File: config.mk
export PLATFORM = sky130hd
export DESIGN_NAME = btn_conditioner_flat
export DESIGN_NICKNAME = d
export VERILOG_FILES = /design/src/rtl/btn_conditioner_if.sv /design/src/rtl/btn_conditioner.sv /design/src/flat_wrapper.sv
export SDC_FILE = /design/constraint.sdc
export NUM_CORES = 1
export LEC_CHECK = 0
export CAP_MARGIN = 40
export CORE_MARGIN = 4
export CORE_UTILIZATION = 55
export DETAILED_ROUTE_END_ITERATION = 16
export GPL_TIMING_DRIVEN = 0
export HOLD_SLACK_MARGIN = 0.08
export PLACE_DENSITY = 0.74
export REMOVE_ABC_BUFFERS = 1
export SETUP_SLACK_MARGIN = 0.5
export SLEW_MARGIN = 20
export SYNTH_ARGS = -nofsm -noshare
export SYNTH_HDL_FRONTEND = slang
export SYNTH_SLANG_ARGS = --single-unit
File: constraint.sdc
create_clock -name CLK50M -period 2.65 [get_ports CLK50M]
set_clock_uncertainty 0.15 [all_clocks]
set_input_delay 0.53 -clock CLK50M [delete_from_list [all_inputs] [get_ports CLK50M]]
set_output_delay 0.53 -clock CLK50M [all_outputs]
set_load 0.005 [all_outputs]
File: src/rtl/btn_conditioner_if.sv
// Button conditioner signal bundle: raw buttons in,
// debounced level and edge strobes out.
interface btn_conditioner_if #(
  parameter int N_BTN = 3
);
  logic [N_BTN-1:0] BTN_noisy;
  logic [N_BTN-1:0] BTN_level;
  logic [N_BTN-1:0] BTN_press;
  logic [N_BTN-1:0] BTN_release;
  logic             ANY_press;

  modport master (
    output BTN_noisy,
    input  BTN_level,
    input  BTN_press,
    input  BTN_release,
    input  ANY_press
  );

  modport slave (
    input  BTN_noisy,
    output BTN_level,
    output BTN_press,
    output BTN_release,
    output ANY_press
  );
endinterface

File: src/rtl/btn_conditioner.sv
// Multi-channel push-button front end: 2-FF sync,
// per-channel stability-counter debounce, press/release strobes.
module btn_conditioner #(
  parameter int N_BTN           = 3,
  parameter int DEBOUNCE_CYCLES = 500000,
  parameter int CNT_W           = 20
) (
  input  logic              CLK50M,
  input  logic              RST,
  btn_conditioner_if.slave  btn
);

  localparam logic [CNT_W-1:0] CntMax =
    CNT_W'(DEBOUNCE_CYCLES - 1);

  logic [N_BTN-1:0] sync1_q;
  logic [N_BTN-1:0] sync2_q;
  logic [N_BTN-1:0] level_q;
  logic [N_BTN-1:0] level_d;
  logic [N_BTN-1:0] press_q;
  logic [N_BTN-1:0] press_d;
  logic [N_BTN-1:0] release_q;
  logic [N_BTN-1:0] release_d;
  logic [CNT_W-1:0] cnt_q [N_BTN];
  logic [CNT_W-1:0] cnt_d [N_BTN];

  // A mismatch must persist DEBOUNCE_CYCLES edges; any
  // agreement with the current level restarts qualification.
  always_comb begin
    level_d   = level_q;
    press_d   = '0;
    release_d = '0;
    for (int i = 0; i < N_BTN; i++) begin
      cnt_d[i] = '0;
      if (sync2_q[i] != level_q[i]) begin
        if (cnt_q[i] != CntMax) begin
          cnt_d[i] = cnt_q[i] + CNT_W'(1);
        end else begin
          level_d[i]   = sync2_q[i];
          press_d[i]   = sync2_q[i];
          release_d[i] = ~sync2_q[i];
        end
      end
    end
  end

  always_ff @(posedge CLK50M) begin
    if (RST) begin
      sync1_q   <= '0;
      sync2_q   <= '0;
      level_q   <= '0;
      press_q   <= '0;
      release_q <= '0;
      for (int i = 0; i < N_BTN; i++) begin
        cnt_q[i] <= '0;
      end
    end else begin
      sync1_q   <= btn.BTN_noisy;
      sync2_q   <= sync1_q;
      level_q   <= level_d;
      press_q   <= press_d;
      release_q <= release_d;
      for (int i = 0; i < N_BTN; i++) begin
        cnt_q[i] <= cnt_d[i];
      end
    end
  end

  assign btn.BTN_level   = level_q;
  assign btn.BTN_press   = press_q;
  assign btn.BTN_release = release_q;
  assign btn.ANY_press   = |press_q;

endmodule
File: src/flat_wrapper.sv
// flat-port wrapper written by rule: the top's interface ports become plain ports
module btn_conditioner_flat 
#(
  parameter int N_BTN           = 3,
  parameter int DEBOUNCE_CYCLES = 500000,
  parameter int CNT_W           = 20
)
  (CLK50M, RST, btn_BTN_noisy, btn_BTN_level, btn_BTN_press, btn_BTN_release, btn_ANY_press);
  btn_conditioner_if #(.N_BTN(N_BTN)) btn_i ();
  input  logic CLK50M;
  input  logic RST;
  input wire logic [$bits(btn_i.BTN_noisy)-1:0] btn_BTN_noisy;
  output wire logic [$bits(btn_i.BTN_level)-1:0] btn_BTN_level;
  output wire logic [$bits(btn_i.BTN_press)-1:0] btn_BTN_press;
  output wire logic [$bits(btn_i.BTN_release)-1:0] btn_BTN_release;
  output wire logic [$bits(btn_i.ANY_press)-1:0] btn_ANY_press;
  assign btn_i.BTN_noisy = btn_BTN_noisy;
  assign btn_BTN_level = btn_i.BTN_level;
  assign btn_BTN_press = btn_i.BTN_press;
  assign btn_BTN_release = btn_i.BTN_release;
  assign btn_ANY_press = btn_i.ANY_press;
  btn_conditioner #(.N_BTN(N_BTN), .DEBOUNCE_CYCLES(DEBOUNCE_CYCLES), .CNT_W(CNT_W)) u_core (.CLK50M(CLK50M), .RST(RST), .btn(btn_i));
endmodule
==> results.toml, run 1 <==
[outcome]
status = "finished clean"

[worst_setup_path]
rr_startpoint = "u_core.cnt_q[0][31]"
reg2regPathDepth = 3
cp.required_ns = 2.72
crit_fanout = 4
arrival_ns = 2.18
worstSetupEndpointType = "register"
crit_start = "u_core.cnt_q[0][31]"
start_kind = "register"
path_class = "reg -> reg"

[die]
dieHeight_um = 85.3
die_w_um = 85.3
dieArea_sq_um = 7280
start_util_pct = 58.3
rows = 27
fp.coreArea_sq_um = 5640
ioPinCount = 15

[clock_network]
cts-root-buf = "clkbuf_8"
path_clk_slew_ns = 0.08
clockBufferDepth = 2
cts_htree_levels = 3
cts_tree = "yes"
clk_latency_ns = 0.33
postCtsHoldBufs = 0
cts_buffers = 9
cts.sinks = 75

[sta]
finalHoldViolations = 0
layout_setup_ws_ns = 0.542
fin_setup_tns_ns = 0
rsz0062_at_grt = "no"
max_clock_freq_ghz = 0.474
maxSlewViolCount = 0
tightestPinTransition_ns = 0.630
fin_crit_sh_pct = 79.6
slew_headroom_pct = 57.8
finalSetupViolations = 0
min_period_ns = 2.11

[placed_design]
portBuffers = 14
dp_hpwl_mm = 4.25
place_ws_ns = 0.149
placed_cells = 439
gp_congestion = 0.798

[power_and_ir_drop]
swShare_pct = 21.2
powerDensity_nw_per_um2 = 510
p_seq_share_pct = 58.5
p_sw_w = 0.000410
p_leak_nw = 1.11
vdd.ir_drop.worst_uv = 501
clkPwrFrac_pct = 39.7
combPwrFrac_pct = 1.7
internal-power_w = 0.00153

[finish]
layout.cells.non_filler = 464
drive_above_1_share_pct = 10.5
area_growth_pct = 15.7
fin_nets = 397
n_antenna_cell = 0

[route]
ant_nets = 0
drtIter0Drc = 138
vias = 2656
vias_per_cell = 5.72
wl_mm = 6.39
drc = 0
wl_per_cell_um = 13.8
drt_pass1_iterations = 4

[synthesis]
yosys-top-cells-area = "dfxtp_1 46%, xnor2_1 6.4%, nor2_1 5.6%"
synthTopCellsByCount = "75 x dfxtp_1, 49 x nor2_1, 24 x xnor2_1, 21 x nand3_1, 20 x nand4_1"
syn_inst = 363
ys_warn_count = 0
ys.flop_type = "dfxtp_1"
synth.top_cell.area_share_pct = 45.7
yosysMostFrequentCell = "dfxtp_1"
synth-edff-count = 0
ys_types = 37
synth.avg_cell_area_sq_um = 9.05
yosys.area.top_type = "dfxtp_1"
ys_seq_area_share_pct = 45.7
ys_seq_elements = 75
netlist_area_sq_um = 3290
async_flop_share_pct = 0

[grt]
grt_pass1_vias = 2490
grt_antenna_before_repair = 0
grt_max_degree = 21
grt_pass1_wl_mm = 11.1
overflow = 0
grt.total_usage_pct = 18.6

[min_path]
hold_path_depth = 1
min_from = "u_core.sync1_q[1]"
hold_path.class = "reg -> reg"

[flow_run]
drv_cap = 0
[what timing repair did]
| action | 4_1_cts | 5_1_grt |
|---|---|---|
| endpoints found under the hold margin | 0 | 0 |
| buffers inserted | 5 | 6 |
| pin swaps | 2 | 4 |
| resized for setup | 6 | 10 |
| gates cloned | 0 | 0 |
| endpoints found under the setup margin | 54 | 40 |
[power groups by stage]
stage	Sequential [W]	Combinational, W	Clock (W)
2_1_floorplan	0.00116	0.0000145	0
3_3_place_gp	0.00116	0.0000272	0
3_5_place_dp	0.00116	0.0000275	0
4_1_cts	0.00114	0.0000314	0.000790
5_1_grt	0.00113	0.0000373	0.000844
6_report	0.00113	0.0000335	0.000770
[final timing paths]
kind                                to  slack (ns)
max          u_core.btn.BTN_release[1]        0.54
min                  u_core.sync2_q[1]        0.29
max reg2reg  u_core.btn.BTN_release[1]        0.54
min reg2reg          u_core.sync2_q[1]        0.29
[kinds of logic (layout without fill, tap and decap cells)]
group / count (synthesis) / after routing / synth area share, %
adder cells (fa/ha/maj): 3 / 3 / 1.14
AND/OR/NAND/NOR: 191 / 191 / 31.9
flip-flops: 75 / 75 / 45.7
XOR/XNOR: 42 / 42 / 11.2
multiplexers: 4 / 4 / 1.22
buffers and inverters: 17 / 46 / 2.17
AO/OA/AOI/OAI: 31 / 31 / 6.66
[registers in the layout (all words and copies together) (netlist names)]
signal	cells
u_core.sync2_q	3
u_core.btn.BTN_release	3
u_core.btn.BTN_press	3
u_core.cnt_q	60
u_core.sync1_q	3
u_core.btn.BTN_level	3
[worst max-delay path: stages, from the launching register on]
cell and delay (ns):
dfxtp_1 0.35, or4_1 0.64, or4_1 0.60, nor3_1 0.26
[per-stage QoR]
step	total power [W]	hold WS, ns	area, sq um	util (%)
2_1_floorplan	0.00118	0.264	3240	-
5_1_grt	0.00202	0.322	3800	67.4
4_1_cts	0.00196	0.292	3710	65.8
3_3_place_gp	0.00119	0.274	3470	61.5
3_5_place_dp	0.00119	0.276	3480	61.6
6_report	0.00194	0.294	3800	67.4
[final cells by class]
| cell class | count | area [sq um] |
|---|---|---|
| timing repair buffer | 25 | 246 |
| clock buffer | 12 | 155 |
| sequential | 75 | 1510 |
| multi-input combinational | 271 | 1760 |
| inverter | 7 | 26.3 |
| fill | 460 | 1840 |
| tap | 72 | 90.1 |
| clock inverter | 2 | 12.5 |
[placed cells by master (no fill, tap or decap), types with 2 or more instances in the layout]
cell and n:
or4_1 9, inv_1 7, xnor2_1 24, nor3_1 14, nand4_1 20, a21oi_2 2, dfxtp_1 71, nor2_1 49
or3_1 9, or4_4 2, buf_12 2, dfxtp_4 2, o21ai_0 5, mux2i_1 4, nand2_1 17, a21oi_1 12
clkdlybuf4s50_1 13, clkbuf_8 11, nor2b_1 7, buf_4 9, and4_1 5, nand3_1 21, ha_2 2, nor4_1 13
nand2b_1 10, dfxtp_2 2, and3_1 4, nor4b_1 6, o31ai_1 6, xor2_1 18
[metal layers]
| metal | vias to the layer above | track usage, % | part of all wire [%] |
|---|---|---|---|
| li1 | 1359 | - | - |
| met1 | 1242 | 24.4 | 48 |
| met2 | 48 | 29.7 | 46 |
| met3 | 7 | 5.24 | 4.6 |
| met4 | 0 | 6.04 | 1.4 |
| met5 | - | 0 | 0 |
Power figures use the tool's default switching activity.
==> inputs of run 2 (changes only) <==
==> constraint.sdc (replaced) <==
create_clock -name CLK50M -period 1.95 [get_ports CLK50M]
set_clock_uncertainty 0.15 [all_clocks]
set_input_delay 0.39 -clock CLK50M [delete_from_list [all_inputs] [get_ports CLK50M]]
set_output_delay 0.39 -clock CLK50M [all_outputs]
set_load 0.005 [all_outputs]
==> run 2 against run 1 <==
The run now ends with setup timing left. Total power up 40%. Critical path depth is 1 higher. Critical path type unchanged. Die area stayed put. Worst setup slack got worse by 0.63 ns. Register-to-register slack got worse by 0.63 ns. Via count rose by 31%. Largest cell class unchanged. Non-clock buffer count increased by 58. Worst hold slack improved by 0.011 ns. Fmax grew 3.2%. Global-route usage grew 6.0 points.
==> results.toml, run 2 (synthesis results as in run 1) <==
[sta]
min_period_ns = 2.04
finalSetupViolations = 16
slew_headroom_pct = 67.2
fin_crit_sh_pct = 105
max_clock_freq_ghz = 0.489
layout_setup_ws_ns = -0.0931
tightestPinTransition_ns = 0.491
maxSlewViolCount = 0
finalHoldViolations = 0
fin_setup_tns_ns = -0.291
rsz0062_at_grt = "yes"

[finish]
n_antenna_cell = 0
fin_nets = 455
drive_above_1_share_pct = 49.3
area_growth_pct = 49.7
final_cell_mix = "46 x buf_4, 38 x dfxtp_1, 28 x nor2_4"
layout_commonest_cell = "buf_4"
layout.cells.non_filler = 522
regMostFlops = "u_core.cnt_q"
utilization_pct = 87.2
largest_reg_flops = 60

[route]
wl_mm = 11.8
drt_pass1_iterations = 5
vias_per_cell = 6.67
ant_nets = 0
wl_per_cell_um = 22.5
vias = 3483
drc = 0
drtIter0Drc = 313

[grt]
overflow = 0
grt_pass1_vias = 3065
grt.total_usage_pct = 24.7
grt_antenna_before_repair = 0
grt_pass1_wl_mm = 14.6
grt_max_degree = 21

[power_and_ir_drop]
powerDensity_nw_per_um2 = 553
swShare_pct = 23.7
p_seq_share_pct = 56.2
p_leak_nw = 1.59
vdd.ir_drop.worst_uv = 516
clkPwrFrac_pct = 40.9
p_sw_w = 0.000646
internal-power_w = 0.00208
combPwrFrac_pct = 2.9

[die]
start_util_pct = 58.3
ioPinCount = 15
die_w_um = 85.3
dieHeight_um = 85.3
dieArea_sq_um = 7280
fp.coreArea_sq_um = 5640
rows = 27

[outcome]
violations = "setup timing"
status = "finished, violations left"

[clock_network]
cts_htree_levels = 3
cts_buffers = 9
cts.sinks = 75
clockBufferDepth = 2
cts-root-buf = "clkbuf_8"
path_clk_slew_ns = 0.08
clk_latency_ns = 0.35
cts_tree = "yes"

[worst_setup_path]
crit_chain = "nand4_1 > or4_4 > or4_4 > a21oi_2"
max_stage_delay_ns = 0.58
crit_fanout = 5
path_delay_family = "simple AND/OR/NAND/NOR gates"
start_kind = "register"
arrival_ns = 2.16
crit_top_cell = "or4_4"
worstSetupEndpointType = "register"
path_class = "reg -> reg"
worst-path-buf-inv = 0
critical_path.slowest_cell = "or4_4"
cp.required_ns = 2.07

[placed_design]
portBuffers = 14
placed_cells = 439
gp_congestion = 0.798
place_ws_ns = -0.484
dp_hpwl_mm = 4.25

[min_path]
hold_path.class = "reg -> reg"

[flow_run]
drv_cap = 0
run 2: changes by cell type in the layout (fill, tap and decap cells not counted), moves of 22 or more:
cell	previous run	this run
buf_4	9	46
dfxtp_2	2	26
dfxtp_1	71	38
buf_6	0	22
nor2_4	0	28
nor2_1	49	11
run 2: final timing paths:
kind                       startpoint                  end  slack (ns)  cells after the start
setup reg to reg  u_core.cnt_q[0][28]  u_core.cnt_q[0][38]       -0.09                      4
hold / removal      u_core.sync1_q[2]    u_core.sync2_q[2]        0.31                      1
setup / recovery  u_core.cnt_q[0][28]  u_core.cnt_q[0][38]       -0.09                      4
hold reg to reg     u_core.sync1_q[2]    u_core.sync2_q[2]        0.31                      1
run 2: final cells by class:
type	count	area [sq um]
clock inverter	2	12.5
timing repair buffer	83	751
tap	72	90.1
clock buffer	12	155
sequential	75	1580
inverter	7	26.3
fill	205	721
multi-input combinational	271	2310
run 2: routing by layer:
layer | up-vias | share of wire, % | track usage, %
met2 | 271 | 49 | 41.7
met4 | 0 | 5.2 | 8.06
met5 | - | 0 | 0
met3 | 70 | 7.7 | 6.02
li1 | 1479 | - | -
met1 | 1663 | 38 | 30.8
run 2: timing repair:
item	CTS	global route
gates cloned	2	0
gates resized for setup	126	111
hold buffers	0	0
setup buffers	43	24
pin swaps	45	31
setup endpoints to repair	77	77
run 2: power groups by stage:
| stage | Sequential, W | Clock [W] | Combinational [W] |
|---|---|---|---|
| floorplan | 0.00158 | 0 | 0.0000197 |
| global placement | 0.00158 | 0 | 0.0000369 |
| detailed placement | 0.00158 | 0 | 0.0000373 |
| CTS | 0.00153 | 0.00107 | 0.0000611 |
| global route | 0.00153 | 0.00116 | 0.0000843 |
| finish | 0.00153 | 0.00111 | 0.0000792 |
run 2: stage by stage:
stage | total power, W | hold WS [ns] | instance area (sq um)
final | 0.00272 | 0.305 | 4920
after floorplan | 0.00160 | 0.264 | 3240
after detailed placement | 0.00162 | 0.276 | 3480
after CTS | 0.00266 | 0.292 | 4380
after global placement | 0.00162 | 0.274 | 3470
after global routing | 0.00278 | 0.327 | 4920
==> inputs of run 3 (changes only) <==
--- a/config.mk
+++ b/config.mk
@@ -6,7 +6,6 @@
 export NUM_CORES = 1
 export LEC_CHECK = 0
 export CAP_MARGIN = 40
-export CORE_MARGIN = 4
 export CORE_UTILIZATION = 55
 export DETAILED_ROUTE_END_ITERATION = 16
 export GPL_TIMING_DRIVEN = 0
==> run 3 against run 2 <==
Largest power group unchanged. Worst hold slack better by 0.0040 ns. Critical endpoint is now u_core.cnt_q[0][39]. Clock-buffer cell count down 1. Sequential share of layout area up 0.26 points. Critical path depth unchanged. The run still ends with setup timing left. First-iteration DRC count up 21%.
==> results.toml, run 3 (synthesis results as in run 1) <==
[grt]
grt_pass1_vias = 3003
grt.total_usage_pct = 29.6
grt_max_degree = 21
grt_pass1_wl_mm = 14.2
overflow = 0
grt_antenna_before_repair = 0

[finish]
regMostFlops = "u_core.cnt_q"
area_growth_pct = 49.9
drive_above_1_share_pct = 48.2
n_antenna_cell = 0
utilization_pct = 87.3
fin_nets = 452
layout_commonest_cell = "buf_4"
final_cell_mix = "47 x buf_4, 36 x dfxtp_1, 23 x dfxtp_2"
largest_reg_flops = 60

[outcome]
status = "finished, violations left"
violations = "setup timing"

[route]
drc = 0
drtIter0Drc = 380
wl_per_cell_um = 23.4
drt_pass1_iterations = 5
vias_per_cell = 6.69
wl_mm = 12.1
vias = 3479
ant_nets = 0

[clock_network]
path_clk_slew_ns = 0.08
cts_buffers = 9
clk_latency_ns = 0.37
cts-root-buf = "clkbuf_8"
cts_tree = "yes"
clockBufferDepth = 2
cts.sinks = 75
cts_htree_levels = 3
postCtsHoldBufs = 0

[power_and_ir_drop]
powerDensity_nw_per_um2 = 632
p_leak_nw = 1.68
vdd.ir_drop.worst_uv = 601

[flow_run]
drv_cap = 0

[sta]
slew_headroom_pct = 63.3
fin_crit_sh_pct = 103
layout_setup_ws_ns = -0.0555
max_clock_freq_ghz = 0.499
rsz0062_at_grt = "yes"
maxSlewViolCount = 0
tightestPinTransition_ns = 0.550
whs_ns = 0.309
finalSetupViolations = 16
finalHoldViolations = 0
min_period_ns = 2.01

[min_path]
hold_path_depth = 1
hold_path.class = "reg -> reg"

[die]
rows = 27
die_w_um = 79.3
fp.coreArea_sq_um = 5640
dieArea_sq_um = 6290
dieHeight_um = 79.3
start_util_pct = 58.3
ioPinCount = 15

[worst_setup_path]
arrival_ns = 2.13
path_class = "reg -> reg"
worstSetupEndpointType = "register"
cp.required_ns = 2.08
crit_fanout = 5
reg2regPathDepth = 4
start_kind = "register"

[placed_design]
gp_congestion = 0.826
portBuffers = 14
dp_hpwl_mm = 4.26
[run 3: cell count changes in the layout (fill, tap and decap cells not counted), sizes merged]
cell and change:
buf -4, bufinv +3, clkbuf -3, clkdlybuf4s15 +3, clkinvlp -1
[run 3: worst max-delay path, stage by stage (launching register included)]
cell	delay [ns]
dfxtp_2	0.42
nand3_2	0.18
or3_4	0.46
or4_1	0.50
a21oi_1	0.21
[run 3: worst paths after layout]
kind | from | to | slack [ns]
setup / recovery | u_core.cnt_q[0][23] | u_core.cnt_q[0][39] | -0.06
hold / removal | u_core.sync1_q[0] | u_core.sync2_q[0] | 0.31
hold reg to reg | u_core.sync1_q[0] | u_core.sync2_q[0] | 0.31
setup reg to reg | u_core.cnt_q[0][23] | u_core.cnt_q[0][39] | -0.06
[run 3: layout make-up]
cell class | instances | area [sq um]
Tap cell | 72 | 90.1
Multi-Input combinational cell | 271 | 2290
Clock inverter | 4 | 98.8
Fill cell | 208 | 714
Inverter | 7 | 26.3
Sequential cell | 75 | 1590
Timing Repair Buffer | 80 | 693
Clock buffer | 11 | 141
[run 3: power by group]
part	total [W]	internal, W	switching, W
sequential	0.00152	0.00152	0.00000578
combinational	0.0000715	0.0000296	0.0000418
clock	0.00152	0.000882	0.000637
total	0.00311	0.00243	0.000685
[run 3: stage by stage]
stage	area, sq um	total power, W	TNS, ns	std cells	setup slack [ns]
finish	4930	0.00311	-0.247	520	-0.0555
global route	4930	0.00315	-0.893	520	-0.112
CTS	4370	0.00305	0	499	0.0316
detailed placement	3480	0.00162	-19.92	439	-0.445
global placement	3470	0.00162	-22.94	439	-0.668
floorplan	3240	0.00160	-4.39	353	-0.140
[run 3: layer usage]
layer | global-route usage, % | share of wire [%] | vias to the layer above
met3 | 4.83 | 8.3 | 82
met2 | 50.8 | 48 | 245
met4 | 14.4 | 6.3 | 0
met1 | 35.9 | 38 | 1685
li1 | - | - | 1467
met5 | 0 | 0 | -
[run 3: what timing repair did]
| item | CTS | global route |
|---|---|---|
| hold endpoints to repair | 0 | 0 |
| setup buffers | 44 | 19 |
| endpoints found under the setup margin | 77 | 72 |
| pin swaps | 44 | 42 |
| cloned | 1 | 2 |
| resized for setup | 116 | 111 |
